--- config.mk ---
export PLATFORM = sky130hd
export DESIGN_NAME = axil_mem_arbiter_flat
export DESIGN_NICKNAME = d
export VERILOG_FILES = /design/src/rtl/axil_interface_if.sv /design/src/rtl/axil_mem_arbiter.sv /design/src/flat_wrapper.sv
export SDC_FILE = /design/constraint.sdc
export NUM_CORES = 1
export LEC_CHECK = 0
export CAP_MARGIN = 20
export CORE_AREA = 2 2 142 144
export CTS_BUF_LIST = sky130_fd_sc_hd__clkbuf_4
export CTS_CLUSTER_SIZE = 12
export DETAILED_ROUTE_END_ITERATION = 8
export DIE_AREA = 0 0 144 146
export GPL_TIMING_DRIVEN = 0
export SYNTH_ARGS = -nofsm -noshare
export SYNTH_HDL_FRONTEND = slang
export SYNTH_SLANG_ARGS = --single-unit
--- constraint.sdc ---
create_clock -name clk -period 2.05 [get_ports clk]
set_input_delay 0.41 -clock clk [delete_from_list [all_inputs] [get_ports clk]]
set_output_delay 0.41 -clock clk [all_outputs]
set_load 0.1 [all_outputs]
--- src/rtl/axil_interface_if.sv ---
// AXI-lite interface bundle shared by the arbiter's requester and memory ports.
//   rd_mst / rd_slv : AR + R channels (master drives address and rready)
//   wr_mst / wr_slv : AW + W + B channels (master drives address, data and bready)
// Each bus instance only uses the channels of the modport it is bound to.
interface axil_interface_if #(
  parameter int ADDR_W = 32,
  parameter int DATA_W = 32
);
  logic [ADDR_W-1:0]   araddr;
  logic                arvalid;
  logic                arready;
  logic [DATA_W-1:0]   rdata;
  logic [1:0]          rresp;
  logic                rvalid;
  logic                rready;

  logic [ADDR_W-1:0]   awaddr;
  logic                awvalid;
  logic                awready;
  logic [DATA_W-1:0]   wdata;
  logic [DATA_W/8-1:0] wstrb;
  logic                wvalid;
  logic                wready;
  logic [1:0]          bresp;
  logic                bvalid;
  logic                bready;

  modport rd_mst (output araddr, arvalid, rready,
                  input  arready, rdata, rresp, rvalid);
  modport rd_slv (input  araddr, arvalid, rready,
                  output arready, rdata, rresp, rvalid);
  modport wr_mst (output awaddr, awvalid, wdata, wstrb, wvalid, bready,
                  input  awready, wready, bresp, bvalid);
  modport wr_slv (input  awaddr, awvalid, wdata, wstrb, wvalid, bready,
                  output awready, wready, bresp, bvalid);
endinterface

--- src/rtl/axil_mem_arbiter.sv ---
// axil_mem_arbiter: shares one AXI-lite memory port between instruction fetch
// (read-only) and the memory stage (loads/stores), one transaction at a time.
// Requests pass through combinationally; responses route to the owner.
//
// Ports:
//   clk            clock, posedge
//   rst            asynchronous active-low reset
//   if_rd          fetch read requester (rd_slv)
//   ls_rd / ls_wr  memory-stage read / write requesters (rd_slv / wr_slv)
//   mem_rd/mem_wr  shared memory read / write port (rd_mst / wr_mst)
//   if_kill        fetch redirect; an outstanding fetch response is discarded
//   busy           high whenever the FSM is not IDLE
// Optional (macro AXIL_ARB_PERF_CNT_EN): if_grant_cnt, ls_grant_cnt, starve_cnt.
//
// state      | meaning
// IDLE       | no transaction; grant decided combinationally
// RD_WAIT_IF | fetch read address accepted, waiting for R
// RD_WAIT_LS | memory-stage read address accepted, waiting for R
// WR_ADDR    | one of AW/W accepted, the other still driven
// WR_RESP    | AW and W both accepted, waiting for B
module axil_mem_arbiter #(
  parameter int MAX_LS_STREAK = 4
) (
  input  logic                clk,
  input  logic                rst,
  axil_interface_if.rd_slv    if_rd,
  axil_interface_if.rd_slv    ls_rd,
  axil_interface_if.wr_slv    ls_wr,
  axil_interface_if.rd_mst    mem_rd,
  axil_interface_if.wr_mst    mem_wr,
  input  logic                if_kill,
  output logic                busy
`ifdef AXIL_ARB_PERF_CNT_EN
  ,
  output logic [31:0]         if_grant_cnt,
  output logic [31:0]         ls_grant_cnt,
  output logic [31:0]         starve_cnt
`endif
);

  typedef enum logic [2:0] {
    IDLE       = 3'd0,
    RD_WAIT_IF = 3'd1,
    RD_WAIT_LS = 3'd2,
    WR_ADDR    = 3'd3,
    WR_RESP    = 3'd4
  } state_t;

  typedef enum logic [1:0] {
    G_NONE = 2'd0,
    G_IF   = 2'd1,
    G_LSR  = 2'd2,
    G_LSW  = 2'd3
  } gnt_t;

  localparam logic [3:0] STREAK_MAX = 4'(MAX_LS_STREAK);

  state_t     state_q, state_d;
  gnt_t       gnt;
  gnt_t       lock_q, lock_d;
  logic [3:0] streak_q, streak_d;
  logic       aw_done_q, aw_done_d;
  logic       w_done_q, w_done_d;
  logic       drop_q, drop_d;
  logic       en_q;

  logic ls_wr_req, ls_req, lock_held;
  logic rd_sel_if, rd_sel_ls, wr_sel_idle, wr_addr_st;
  logic mem_arvalid, mem_rready, mem_awvalid, mem_wvalid, mem_bready;
  logic drop_now;
  logic ar_hs, r_hs, aw_hs, w_hs, b_hs;
  logic if_grant_ev, ls_grant_ev;

  // en_q holds all grants and valids at zero while reset is asserted and
  // for the first edge after release, so nothing leaks through the
  // combinational paths while the block is held in reset.
  always_ff @(posedge clk or negedge rst) begin
    if (!rst) begin
      state_q   <= IDLE;
      lock_q    <= G_NONE;
      streak_q  <= 4'd0;
      aw_done_q <= 1'b0;
      w_done_q  <= 1'b0;
      drop_q    <= 1'b0;
      en_q      <= 1'b0;
    end else begin
      state_q   <= state_d;
      lock_q    <= lock_d;
      streak_q  <= streak_d;
      aw_done_q <= aw_done_d;
      w_done_q  <= w_done_d;
      drop_q    <= drop_d;
      en_q      <= 1'b1;
    end
  end

  // Grant selection. A granted request that has not handshaken yet is
  // locked so the grant cannot move while its valid is held.
  always_comb begin
    ls_wr_req = ls_wr.awvalid | ls_wr.wvalid;
    ls_req    = ls_rd.arvalid | ls_wr_req;
    case (lock_q)
      G_IF:    lock_held = if_rd.arvalid;
      G_LSR:   lock_held = ls_rd.arvalid;
      G_LSW:   lock_held = ls_wr_req;
      default: lock_held = 1'b0;
    endcase
    gnt = G_NONE;
    if (!en_q || state_q != IDLE)                                gnt = G_NONE;
    else if (lock_held)                                          gnt = lock_q;
    else if (if_rd.arvalid && (!ls_req || streak_q == STREAK_MAX)) gnt = G_IF;
    else if (ls_rd.arvalid)                                      gnt = G_LSR;
    else if (ls_wr_req)                                          gnt = G_LSW;
  end

  // Read channels
  always_comb begin
    rd_sel_if      = (gnt == G_IF);
    rd_sel_ls      = (gnt == G_LSR);
    mem_arvalid    = (rd_sel_if & if_rd.arvalid) | (rd_sel_ls & ls_rd.arvalid);
    mem_rd.araddr  = rd_sel_if ? if_rd.araddr : ls_rd.araddr;
    mem_rd.arvalid = mem_arvalid;
    if_rd.arready  = rd_sel_if & mem_rd.arready;
    ls_rd.arready  = rd_sel_ls & mem_rd.arready;
    ar_hs          = mem_arvalid & mem_rd.arready;

    // A kill in the same cycle as rvalid drops that response too.
    drop_now       = drop_q | if_kill;
    if_rd.rdata    = mem_rd.rdata;
    if_rd.rresp    = mem_rd.rresp;
    ls_rd.rdata    = mem_rd.rdata;
    ls_rd.rresp    = mem_rd.rresp;
    if_rd.rvalid   = (state_q == RD_WAIT_IF) & mem_rd.rvalid & ~drop_now;
    ls_rd.rvalid   = (state_q == RD_WAIT_LS) & mem_rd.rvalid;
    mem_rready     = 1'b0;
    case (state_q)
      RD_WAIT_IF: mem_rready = drop_now | if_rd.rready;
      RD_WAIT_LS: mem_rready = ls_rd.rready;
      default:    mem_rready = 1'b0;
    endcase
    mem_rd.rready  = mem_rready;
    r_hs           = mem_rd.rvalid & mem_rready;
  end

  // Write channels: in WR_ADDR only the channel still outstanding is driven.
  always_comb begin
    wr_sel_idle    = (gnt == G_LSW);
    wr_addr_st     = (state_q == WR_ADDR);
    mem_awvalid    = ls_wr.awvalid & (wr_sel_idle | (wr_addr_st & ~aw_done_q));
    mem_wvalid     = ls_wr.wvalid  & (wr_sel_idle | (wr_addr_st & ~w_done_q));
    mem_wr.awvalid = mem_awvalid;
    mem_wr.wvalid  = mem_wvalid;
    mem_wr.awaddr  = ls_wr.awaddr;
    mem_wr.wdata   = ls_wr.wdata;
    mem_wr.wstrb   = ls_wr.wstrb;
    ls_wr.awready  = mem_wr.awready & (wr_sel_idle | (wr_addr_st & ~aw_done_q));
    ls_wr.wready   = mem_wr.wready  & (wr_sel_idle | (wr_addr_st & ~w_done_q));
    aw_hs          = mem_awvalid & mem_wr.awready;
    w_hs           = mem_wvalid & mem_wr.wready;
    ls_wr.bvalid   = (state_q == WR_RESP) & mem_wr.bvalid;
    ls_wr.bresp    = mem_wr.bresp;
    mem_bready     = (state_q == WR_RESP) & ls_wr.bready;
    mem_wr.bready  = mem_bready;
    b_hs           = mem_wr.bvalid & mem_bready;
  end

  // Next state, flags, lock and streak
  always_comb begin
    state_d   = state_q;
    aw_done_d = aw_done_q;
    w_done_d  = w_done_q;
    drop_d    = 1'b0;
    lock_d    = G_NONE;
    case (state_q)
      IDLE: begin
        aw_done_d = aw_hs;
        w_done_d  = w_hs;
        if (ar_hs)              state_d = (gnt == G_IF) ? RD_WAIT_IF : RD_WAIT_LS;
        else if (aw_hs && w_hs) state_d = WR_RESP;
        else if (aw_hs || w_hs) state_d = WR_ADDR;
        if (gnt != G_NONE && !(ar_hs || aw_hs || w_hs)) lock_d = gnt;
      end
      RD_WAIT_IF: begin
        drop_d = drop_now & ~r_hs;
        if (r_hs) state_d = IDLE;
      end
      RD_WAIT_LS: begin
        if (r_hs) state_d = IDLE;
      end
      WR_ADDR: begin
        aw_done_d = aw_done_q | aw_hs;
        w_done_d  = w_done_q | w_hs;
        if (aw_done_d && w_done_d) state_d = WR_RESP;
      end
      WR_RESP: begin
        if (b_hs) begin
          state_d   = IDLE;
          aw_done_d = 1'b0;
          w_done_d  = 1'b0;
        end
      end
      default: state_d = IDLE;
    endcase

    // gnt is only non-NONE in IDLE, so handshakes in WR_ADDR are not grants.
    if_grant_ev = (gnt == G_IF) & ar_hs;
    ls_grant_ev = ((gnt == G_LSR) & ar_hs) | ((gnt == G_LSW) & (aw_hs | w_hs));
    streak_d    = streak_q;
    if (if_grant_ev)
      streak_d = 4'd0;
    else if (ls_grant_ev)
      streak_d = !if_rd.arvalid ? 4'd0 :
                 (streak_q >= STREAK_MAX) ? STREAK_MAX : streak_q + 4'd1;
  end

  assign busy = (state_q != IDLE);

`ifdef AXIL_ARB_PERF_CNT_EN
  logic ls_addr_hs;
  assign ls_addr_hs = ((gnt == G_LSR) & ar_hs) | aw_hs;

  always_ff @(posedge clk or negedge rst) begin
    if (!rst) begin
      if_grant_cnt <= 32'd0;
      ls_grant_cnt <= 32'd0;
      starve_cnt   <= 32'd0;
    end else begin
      if (if_grant_ev)                        if_grant_cnt <= if_grant_cnt + 32'd1;
      if (ls_addr_hs)                         ls_grant_cnt <= ls_grant_cnt + 32'd1;
      if (if_rd.arvalid && gnt != G_IF)       starve_cnt   <= starve_cnt + 32'd1;
    end
  end
`endif

endmodule

--- src/flat_wrapper.sv ---
// flat-port wrapper written by rule: the top's interface ports become plain ports
module axil_mem_arbiter_flat 
#(
  parameter int MAX_LS_STREAK = 4
)
  (clk, rst, if_kill, busy, if_rd_araddr, if_rd_arvalid, if_rd_rready, if_rd_arready, if_rd_rdata, if_rd_rresp, if_rd_rvalid, ls_rd_araddr, ls_rd_arvalid, ls_rd_rready, ls_rd_arready, ls_rd_rdata, ls_rd_rresp, ls_rd_rvalid, ls_wr_awaddr, ls_wr_awvalid, ls_wr_wdata, ls_wr_wstrb, ls_wr_wvalid, ls_wr_bready, ls_wr_awready, ls_wr_wready, ls_wr_bresp, ls_wr_bvalid, mem_rd_araddr, mem_rd_arvalid, mem_rd_rready, mem_rd_arready, mem_rd_rdata, mem_rd_rresp, mem_rd_rvalid, mem_wr_awaddr, mem_wr_awvalid, mem_wr_wdata, mem_wr_wstrb, mem_wr_wvalid, mem_wr_bready, mem_wr_awready, mem_wr_wready, mem_wr_bresp, mem_wr_bvalid);
  axil_interface_if if_rd_i ();
  axil_interface_if ls_rd_i ();
  axil_interface_if ls_wr_i ();
  axil_interface_if mem_rd_i ();
  axil_interface_if mem_wr_i ();
  input  logic clk;
  input  logic rst;
  input  logic if_kill;
  output logic busy;
  input wire logic [$bits(if_rd_i.araddr)-1:0] if_rd_araddr;
  input wire logic [$bits(if_rd_i.arvalid)-1:0] if_rd_arvalid;
  input wire logic [$bits(if_rd_i.rready)-1:0] if_rd_rready;
  output wire logic [$bits(if_rd_i.arready)-1:0] if_rd_arready;
  output wire logic [$bits(if_rd_i.rdata)-1:0] if_rd_rdata;
  output wire logic [$bits(if_rd_i.rresp)-1:0] if_rd_rresp;
  output wire logic [$bits(if_rd_i.rvalid)-1:0] if_rd_rvalid;
  input wire logic [$bits(ls_rd_i.araddr)-1:0] ls_rd_araddr;
  input wire logic [$bits(ls_rd_i.arvalid)-1:0] ls_rd_arvalid;
  input wire logic [$bits(ls_rd_i.rready)-1:0] ls_rd_rready;
  output wire logic [$bits(ls_rd_i.arready)-1:0] ls_rd_arready;
  output wire logic [$bits(ls_rd_i.rdata)-1:0] ls_rd_rdata;
  output wire logic [$bits(ls_rd_i.rresp)-1:0] ls_rd_rresp;
  output wire logic [$bits(ls_rd_i.rvalid)-1:0] ls_rd_rvalid;
  input wire logic [$bits(ls_wr_i.awaddr)-1:0] ls_wr_awaddr;
  input wire logic [$bits(ls_wr_i.awvalid)-1:0] ls_wr_awvalid;
  input wire logic [$bits(ls_wr_i.wdata)-1:0] ls_wr_wdata;
  input wire logic [$bits(ls_wr_i.wstrb)-1:0] ls_wr_wstrb;
  input wire logic [$bits(ls_wr_i.wvalid)-1:0] ls_wr_wvalid;
  input wire logic [$bits(ls_wr_i.bready)-1:0] ls_wr_bready;
  output wire logic [$bits(ls_wr_i.awready)-1:0] ls_wr_awready;
  output wire logic [$bits(ls_wr_i.wready)-1:0] ls_wr_wready;
  output wire logic [$bits(ls_wr_i.bresp)-1:0] ls_wr_bresp;
  output wire logic [$bits(ls_wr_i.bvalid)-1:0] ls_wr_bvalid;
  output wire logic [$bits(mem_rd_i.araddr)-1:0] mem_rd_araddr;
  output wire logic [$bits(mem_rd_i.arvalid)-1:0] mem_rd_arvalid;
  output wire logic [$bits(mem_rd_i.rready)-1:0] mem_rd_rready;
  input wire logic [$bits(mem_rd_i.arready)-1:0] mem_rd_arready;
  input wire logic [$bits(mem_rd_i.rdata)-1:0] mem_rd_rdata;
  input wire logic [$bits(mem_rd_i.rresp)-1:0] mem_rd_rresp;
  input wire logic [$bits(mem_rd_i.rvalid)-1:0] mem_rd_rvalid;
  output wire logic [$bits(mem_wr_i.awaddr)-1:0] mem_wr_awaddr;
  output wire logic [$bits(mem_wr_i.awvalid)-1:0] mem_wr_awvalid;
  output wire logic [$bits(mem_wr_i.wdata)-1:0] mem_wr_wdata;
  output wire logic [$bits(mem_wr_i.wstrb)-1:0] mem_wr_wstrb;
  output wire logic [$bits(mem_wr_i.wvalid)-1:0] mem_wr_wvalid;
  output wire logic [$bits(mem_wr_i.bready)-1:0] mem_wr_bready;
  input wire logic [$bits(mem_wr_i.awready)-1:0] mem_wr_awready;
  input wire logic [$bits(mem_wr_i.wready)-1:0] mem_wr_wready;
  input wire logic [$bits(mem_wr_i.bresp)-1:0] mem_wr_bresp;
  input wire logic [$bits(mem_wr_i.bvalid)-1:0] mem_wr_bvalid;
  assign if_rd_i.araddr = if_rd_araddr;
  assign if_rd_i.arvalid = if_rd_arvalid;
  assign if_rd_i.rready = if_rd_rready;
  assign if_rd_arready = if_rd_i.arready;
  assign if_rd_rdata = if_rd_i.rdata;
  assign if_rd_rresp = if_rd_i.rresp;
  assign if_rd_rvalid = if_rd_i.rvalid;
  assign ls_rd_i.araddr = ls_rd_araddr;
  assign ls_rd_i.arvalid = ls_rd_arvalid;
  assign ls_rd_i.rready = ls_rd_rready;
  assign ls_rd_arready = ls_rd_i.arready;
  assign ls_rd_rdata = ls_rd_i.rdata;
  assign ls_rd_rresp = ls_rd_i.rresp;
  assign ls_rd_rvalid = ls_rd_i.rvalid;
  assign ls_wr_i.awaddr = ls_wr_awaddr;
  assign ls_wr_i.awvalid = ls_wr_awvalid;
  assign ls_wr_i.wdata = ls_wr_wdata;
  assign ls_wr_i.wstrb = ls_wr_wstrb;
  assign ls_wr_i.wvalid = ls_wr_wvalid;
  assign ls_wr_i.bready = ls_wr_bready;
  assign ls_wr_awready = ls_wr_i.awready;
  assign ls_wr_wready = ls_wr_i.wready;
  assign ls_wr_bresp = ls_wr_i.bresp;
  assign ls_wr_bvalid = ls_wr_i.bvalid;
  assign mem_rd_araddr = mem_rd_i.araddr;
  assign mem_rd_arvalid = mem_rd_i.arvalid;
  assign mem_rd_rready = mem_rd_i.rready;
  assign mem_rd_i.arready = mem_rd_arready;
  assign mem_rd_i.rdata = mem_rd_rdata;
  assign mem_rd_i.rresp = mem_rd_rresp;
  assign mem_rd_i.rvalid = mem_rd_rvalid;
  assign mem_wr_awaddr = mem_wr_i.awaddr;
  assign mem_wr_awvalid = mem_wr_i.awvalid;
  assign mem_wr_wdata = mem_wr_i.wdata;
  assign mem_wr_wstrb = mem_wr_i.wstrb;
  assign mem_wr_wvalid = mem_wr_i.wvalid;
  assign mem_wr_bready = mem_wr_i.bready;
  assign mem_wr_i.awready = mem_wr_awready;
  assign mem_wr_i.wready = mem_wr_wready;
  assign mem_wr_i.bresp = mem_wr_bresp;
  assign mem_wr_i.bvalid = mem_wr_bvalid;
  axil_mem_arbiter #(.MAX_LS_STREAK(MAX_LS_STREAK)) u_core (.clk(clk), .rst(rst), .if_rd(if_rd_i), .ls_rd(ls_rd_i), .ls_wr(ls_wr_i), .mem_rd(mem_rd_i), .mem_wr(mem_wr_i), .if_kill(if_kill), .busy(busy));
endmodule
Word level (Yosys, flattened, before mapping)
Cells that the tools add are included. Widths: inputs -> output; s select.

Add/sub/neg operators: 1. $lt $le $gt $ge: 1. Eq/ne operators: 15. Mux-type cells: 26. Bitwise operators: 39. Reductions and logical operators: 20.

Operators with widths (count): $mux 32 (1); $and 1x1->1 (24); $mux 3 (6); $mux 2 (8); $mux 4 (4); $pmux 3 s4 (1); $or 1x1->1 (11); $pmux 1 s3 (3); $eq 2x2->1 const B (4); $eq 3x2->1 const B (2); $reduce_bool 3->1 (2); $logic_or 1x1->1 (5); $add 4x1->4 const B (1); $eq 2x1->1 const B (2); $eq 4x3->1 const B (1); $ge 4x3->1 const B (1); $logic_and 1x1->1 (4); $ne 2x1->1 const B (2); $ne 4x1->1 const B (1); $not 1->1 (4); $reduce_and 4->1 (1); $reduce_bool 2->1 (2); $eq 3x1->1 const B (1); $eq 3x3->1 const B (1); 7 further kinds (10).

Register bits after elaboration: 13. Logic and storage cells: 109.

Logic depth before layout (Yosys ltp)
Depth after elaboration: 18. Depth in mapped cells: 8. Depth with buffers taken out: 8.

Least setup slack after synthesis
Ideal clock, no wire load.

Path type: register to register. Start point: register u_core.streak_q[0]. End point: register u_core.streak_q[1]. Library setup time: 125 ps. Arrival: 2949 ps. Required time: 1925 ps. Setup slack: -1024 ps. Stages on the path, launching flop included: 9. Buffers on the path: 0. Clock period less this slack: 3074 ps. Cell sequence: dfrtp_1 inv_1 ha_1 and4b_1 o22ai_1 o221ai_4 mux2i_2 a21o_2 mux2_4.

Elaborated cells on any way between the ends: 31.

RTL lines: from (decl) (line axil_mem_arbiter.sv:61) `logic [3:0] streak_q, streak_d;`; from (signal assigned) (line axil_mem_arbiter.sv:89) `streak_q <= streak_d;`; $eq 4x3->1 (*) (line axil_mem_arbiter.sv:111) `else if (if_rd.arvalid && (!ls_req || streak_q == STREAK_MAX)) gnt = G_IF;`; $logic_or 1x1->1 (*) (line axil_mem_arbiter.sv:111); $logic_and 1x1->1 (*) (line axil_mem_arbiter.sv:111); $mux 2 (*) (line axil_mem_arbiter.sv:111); $mux 2 (*) (line axil_mem_arbiter.sv:110) `else if (lock_held) gnt = lock_q;`; $mux 2 (*) (line axil_mem_arbiter.sv:109) `if (!en_q || state_q != IDLE) gnt = G_NONE;`; $eq 2x1->1 or $eq 2x2->1 (tied branches) (line axil_mem_arbiter.sv:118, axil_mem_arbiter.sv:119); $and 1x1->1 (line axil_mem_arbiter.sv:120) `mem_arvalid = (rd_sel_if & if_rd.arvalid) | (rd_sel_ls & ls_rd.arvalid);`; $or 1x1->1 (*) (line axil_mem_arbiter.sv:120); via mem_rd_arvalid (line flat_wrapper.sv:41) `output wire logic [$bits(mem_rd_i.arvalid)-1:0] mem_rd_arvalid;`; $and 1x1->1 (*) (line axil_mem_arbiter.sv:125) `ar_hs = mem_arvalid & mem_rd.arready;`; $and 1x1->1 (line axil_mem_arbiter.sv:207) `ls_grant_ev = ((gnt == G_LSR) & ar_hs) | ((gnt == G_LSW) & (aw_hs | w_hs));`; $or 1x1->1 (line axil_mem_arbiter.sv:207); $reduce_bool 2->1 (no source line).

Mark *: on every way through the listed nets, which the timed path passes. The rest lies on a longest branch. The select of a mux whose other input is x is not followed. A chain may end at the register's enable or synchronous reset.

Worst setup path after layout
Start point: input port ls_wr_awvalid. End point: output port mem_rd_araddr[7].

Longest elaborated chain between the ends: 10. Elaborated cells on any way between the ends: 13.

Ends and longest elaborated chain: from (decl) (line flat_wrapper.sv:31) `input wire logic [$bits(ls_wr_i.awvalid)-1:0] ls_wr_awvalid;`; $or 1x1->1 (*) (line axil_mem_arbiter.sv:100) `ls_wr_req = ls_wr.awvalid | ls_wr.wvalid;`; $or 1x1->1 (line axil_mem_arbiter.sv:101) `ls_req = ls_rd.arvalid | ls_wr_req;`; $logic_not 1->1 (line axil_mem_arbiter.sv:111); $logic_or 1x1->1 (line axil_mem_arbiter.sv:111); $logic_and 1x1->1 (line axil_mem_arbiter.sv:111); $mux 2 (line axil_mem_arbiter.sv:111); $mux 2 (*) (line axil_mem_arbiter.sv:110); $mux 2 (*) (line axil_mem_arbiter.sv:109); $eq 2x1->1 (*) (line axil_mem_arbiter.sv:118) `rd_sel_if = (gnt == G_IF);`; $mux 32 (*) (line axil_mem_arbiter.sv:121) `mem_rd.araddr = rd_sel_if ? if_rd.araddr : ls_rd.araddr;`; to (decl) (line flat_wrapper.sv:40) `output wire logic [$bits(mem_rd_i.araddr)-1:0] mem_rd_araddr;`.

Every way passes the cells marked *; elsewhere a longest branch is shown, timed or not.

==> impl_metrics.ini <==
[clocking]
cts_sinks = 13
cts.path.max_buffers = 2
cts_root_buf = clkbuf_4
cts_buffers = 3
clkTransAtPathRegs_ns = 0.09
cts_max_level = 1
clk_latency_ns = 0.28
cts_tree = done

[sta]
setup_viol = 48
max_slew_margin = 0.335
hold_viol_final = 0
grt_setup_unrepaired = yes
min_period_ns = 2.89
setup-tns-final_ns = -32.26
layout_setup_ws_ns = -0.836
finClkSkew_ns = 0.00532
drv_slew = 0
fmax_mhz = 346
tightest_slew_ns = 0.994
timing.hold.ws_ns = 0.508
finalCritPeriodShare = 1.41

[critical_path]
crit_path_end = mem_rd_araddr[7]
startpoint = ls_wr_awvalid
reg2reg_depth = 13
start_kind = input port
path_class = in2out
cp_max_fo = 7
cp_cell_sequence = clkdlybuf4s15_1 -> and4bb_2 -> a211oi_2 -> and3_4 -> nand2_8 -> bufbuf_16 -> mux2_4 -> buf_12
endpoint_kind = output port
rr_endpoint = u_core.streak_q[1]
worstPathArrival_ns = 2.48
reg2reg_slack_ns = -0.63
max_stage_delay_ns = 0.35
r2r-start = u_core.streak_q[0]
crit_slowest_cell = clkdlybuf4s15_1
worstPathRequired_ns = 1.64

[worst_hold_path]
hp-class = in2async

[layout]
nets = 781
antenna_cells = 0
area_growth_pct = 164
drive_above_1_share = 0.506
fin_area_um2 = 6540

[placement]
place.gp.congestion = 0.756
dp_hpwl_um = 9230
port_buffers = 261
post-place-ws_ns = -2.13
postPlaceCellArea_um2 = 5600

[synth]
synth_cells = 297
ys_seq_area_frac = 0.131
synth.ff_latch_count = 13
ys_types = 47
synth_warnings = 0
netlist.area_leader.share = 0.418
synth_edf_count = 0
netlist_top_cells_count = buf_4, mux2_2, dfrtp_1, nor2_1, nand2_1
avgSynthCellArea_um2 = 8.35
synth_top_cells_by_area = buf_4, mux2_2, dfrtp_1
syn-cell-area_um2 = 2480
yosysMostFrequentCell = buf_4
synth_top_cell_by_area = buf_4
synth_top_flop_cell = dfrtp_1
syn_nets = 482
async_reset_ff_frac = 1.00

[die]
die_width_um = 144
core_um2 = 19300
io_pins = 366
die_height_um = 146
dieArea_um2 = 21000
start_util = 0.128
fp-row-count = 51

[detailed_routing]
drc = 0
antenna_left = 0
drt_iter0_markers = 74
drtPass1Iterations = 4
num_vias = 2966
viasPerCell = 3.45
wire_per_inst_um = 13.2
wl_um = 11300

[flow_run]
cap_viol_max_count = 0

[power]
leakage_nw = 3.03
ir_worst_vdd_mv = 0.350
power.density_nw_per_um2 = 863
p_total_w = 0.00565

[global_route]
grt_pass1_vias = 3074
grt_pass1_wl_um = 16200
grt_use_total = 0.0969
grt_max_degree = 14
antenna_found_initial = 0
grt-ovfl-total = 0

[run_status]
status = finished, violations left
violations = setup timing
[where the power goes]
| group | total [W] | switching, W | internal (W) |
|---|---|---|---|
| Combinational | 0.00510 | 0.00318 | 0.00193 |
| Sequential | 0.000377 | 0.0000539 | 0.000323 |
| Clock | 0.000165 | 0.0000924 | 0.0000724 |
[area by class of cell]
cell class | instances | area [um2]
buffer | 144 | 1130
timing repair buffer | 294 | 3350
tap | 265 | 332
sequential | 13 | 325
clock inverter | 1 | 5.00
inverter | 9 | 33.8
fill | 1977 | 12800
multi-input combinational | 131 | 1340
clock buffer | 3 | 22.5
[worst max-delay path, delay by kind of cell]
kind | cells | cell delay, ns
muxes | 1 | 0.31
AOI/OAI and AO/OA | 1 | 0.28
buffers and inverters | 3 | 0.81
and+or+nand+nor | 3 | 0.65
[worst min path at each step]
stage / startpoint / endpoint / depth (start not counted)
2_1_floorplan: rst / u_core.aw_done_q / 0
3_3_place_gp: u_core.aw_done_q / u_core.aw_done_q / 2
3_5_place_dp: u_core.aw_done_q / u_core.aw_done_q / 2
4_1_cts: rst / u_core.state_q[2] / 1
5_1_grt: rst / u_core.state_q[2] / 1
6_report: rst / u_core.drop_q / 1
[layout by cell type, fill, tap and decap left out, types with 2 or more instances in the layout]
master	count
a211oi_1	2
a21oi_1	8
a21oi_4	2
and2_2	3
and3_1	3
and3_4	2
buf_12	43
buf_4	163
buf_6	10
buf_8	2
clkbuf_4	3
clkbuf_8	2
clkdlybuf4s50_1	207
dfrtp_1	13
dlygate4sd2_1	3
dlymetal6s2s_1	5
inv_1	7
inv_2	2
mux2_4	33
nand2_1	11
nor2_1	7
nor2_2	3
nor2_4	3
nor2b_4	3
nor3_1	8
o21ai_0	3
o22ai_1	3
[metal layers]
layer,part of all wire,GRT usage
met5,0,0
met4,0.0038,0.0162
met3,0.087,0.0188
met1,0.37,0.111
met2,0.53,0.186
[registers in the layout (all words and copies together) (netlist names)]
signal,cells
u_core.streak_q,4
u_core.state_q,3
u_core.lock_q,2
u_core.aw_done_q,1
u_core.drop_q,1
u_core.en_q,1
u_core.w_done_q,1
[timing repair]
action / in CTS / in global routing
pin swaps: 10 / 10
cloned: 2 / 0
buffers inserted: 22 / 10
resized for setup: 425 / 25
endpoints found under the setup margin: 54 / 58
hold buffers: 0 / 0
[cell families after synthesis]
logic type | share of synthesized area
compound gates | 0.101
fa+ha+maj | 0.0101
buf+inv | 0.458
simple gates | 0.141
other cells | 0.00151
flops | 0.131
mux | 0.157
[stage by stage]
| step | util | cells |
|---|---|---|
| 6_report | 0.338 | 860 |
| 2_1_floorplan | - | 297 |
| 5_1_grt | 0.338 | 860 |
| 4_1_cts | 0.331 | 851 |
| 3_3_place_gp | 0.290 | 823 |
| 3_5_place_dp | 0.290 | 823 |
Power figures use the tool's default switching activity.
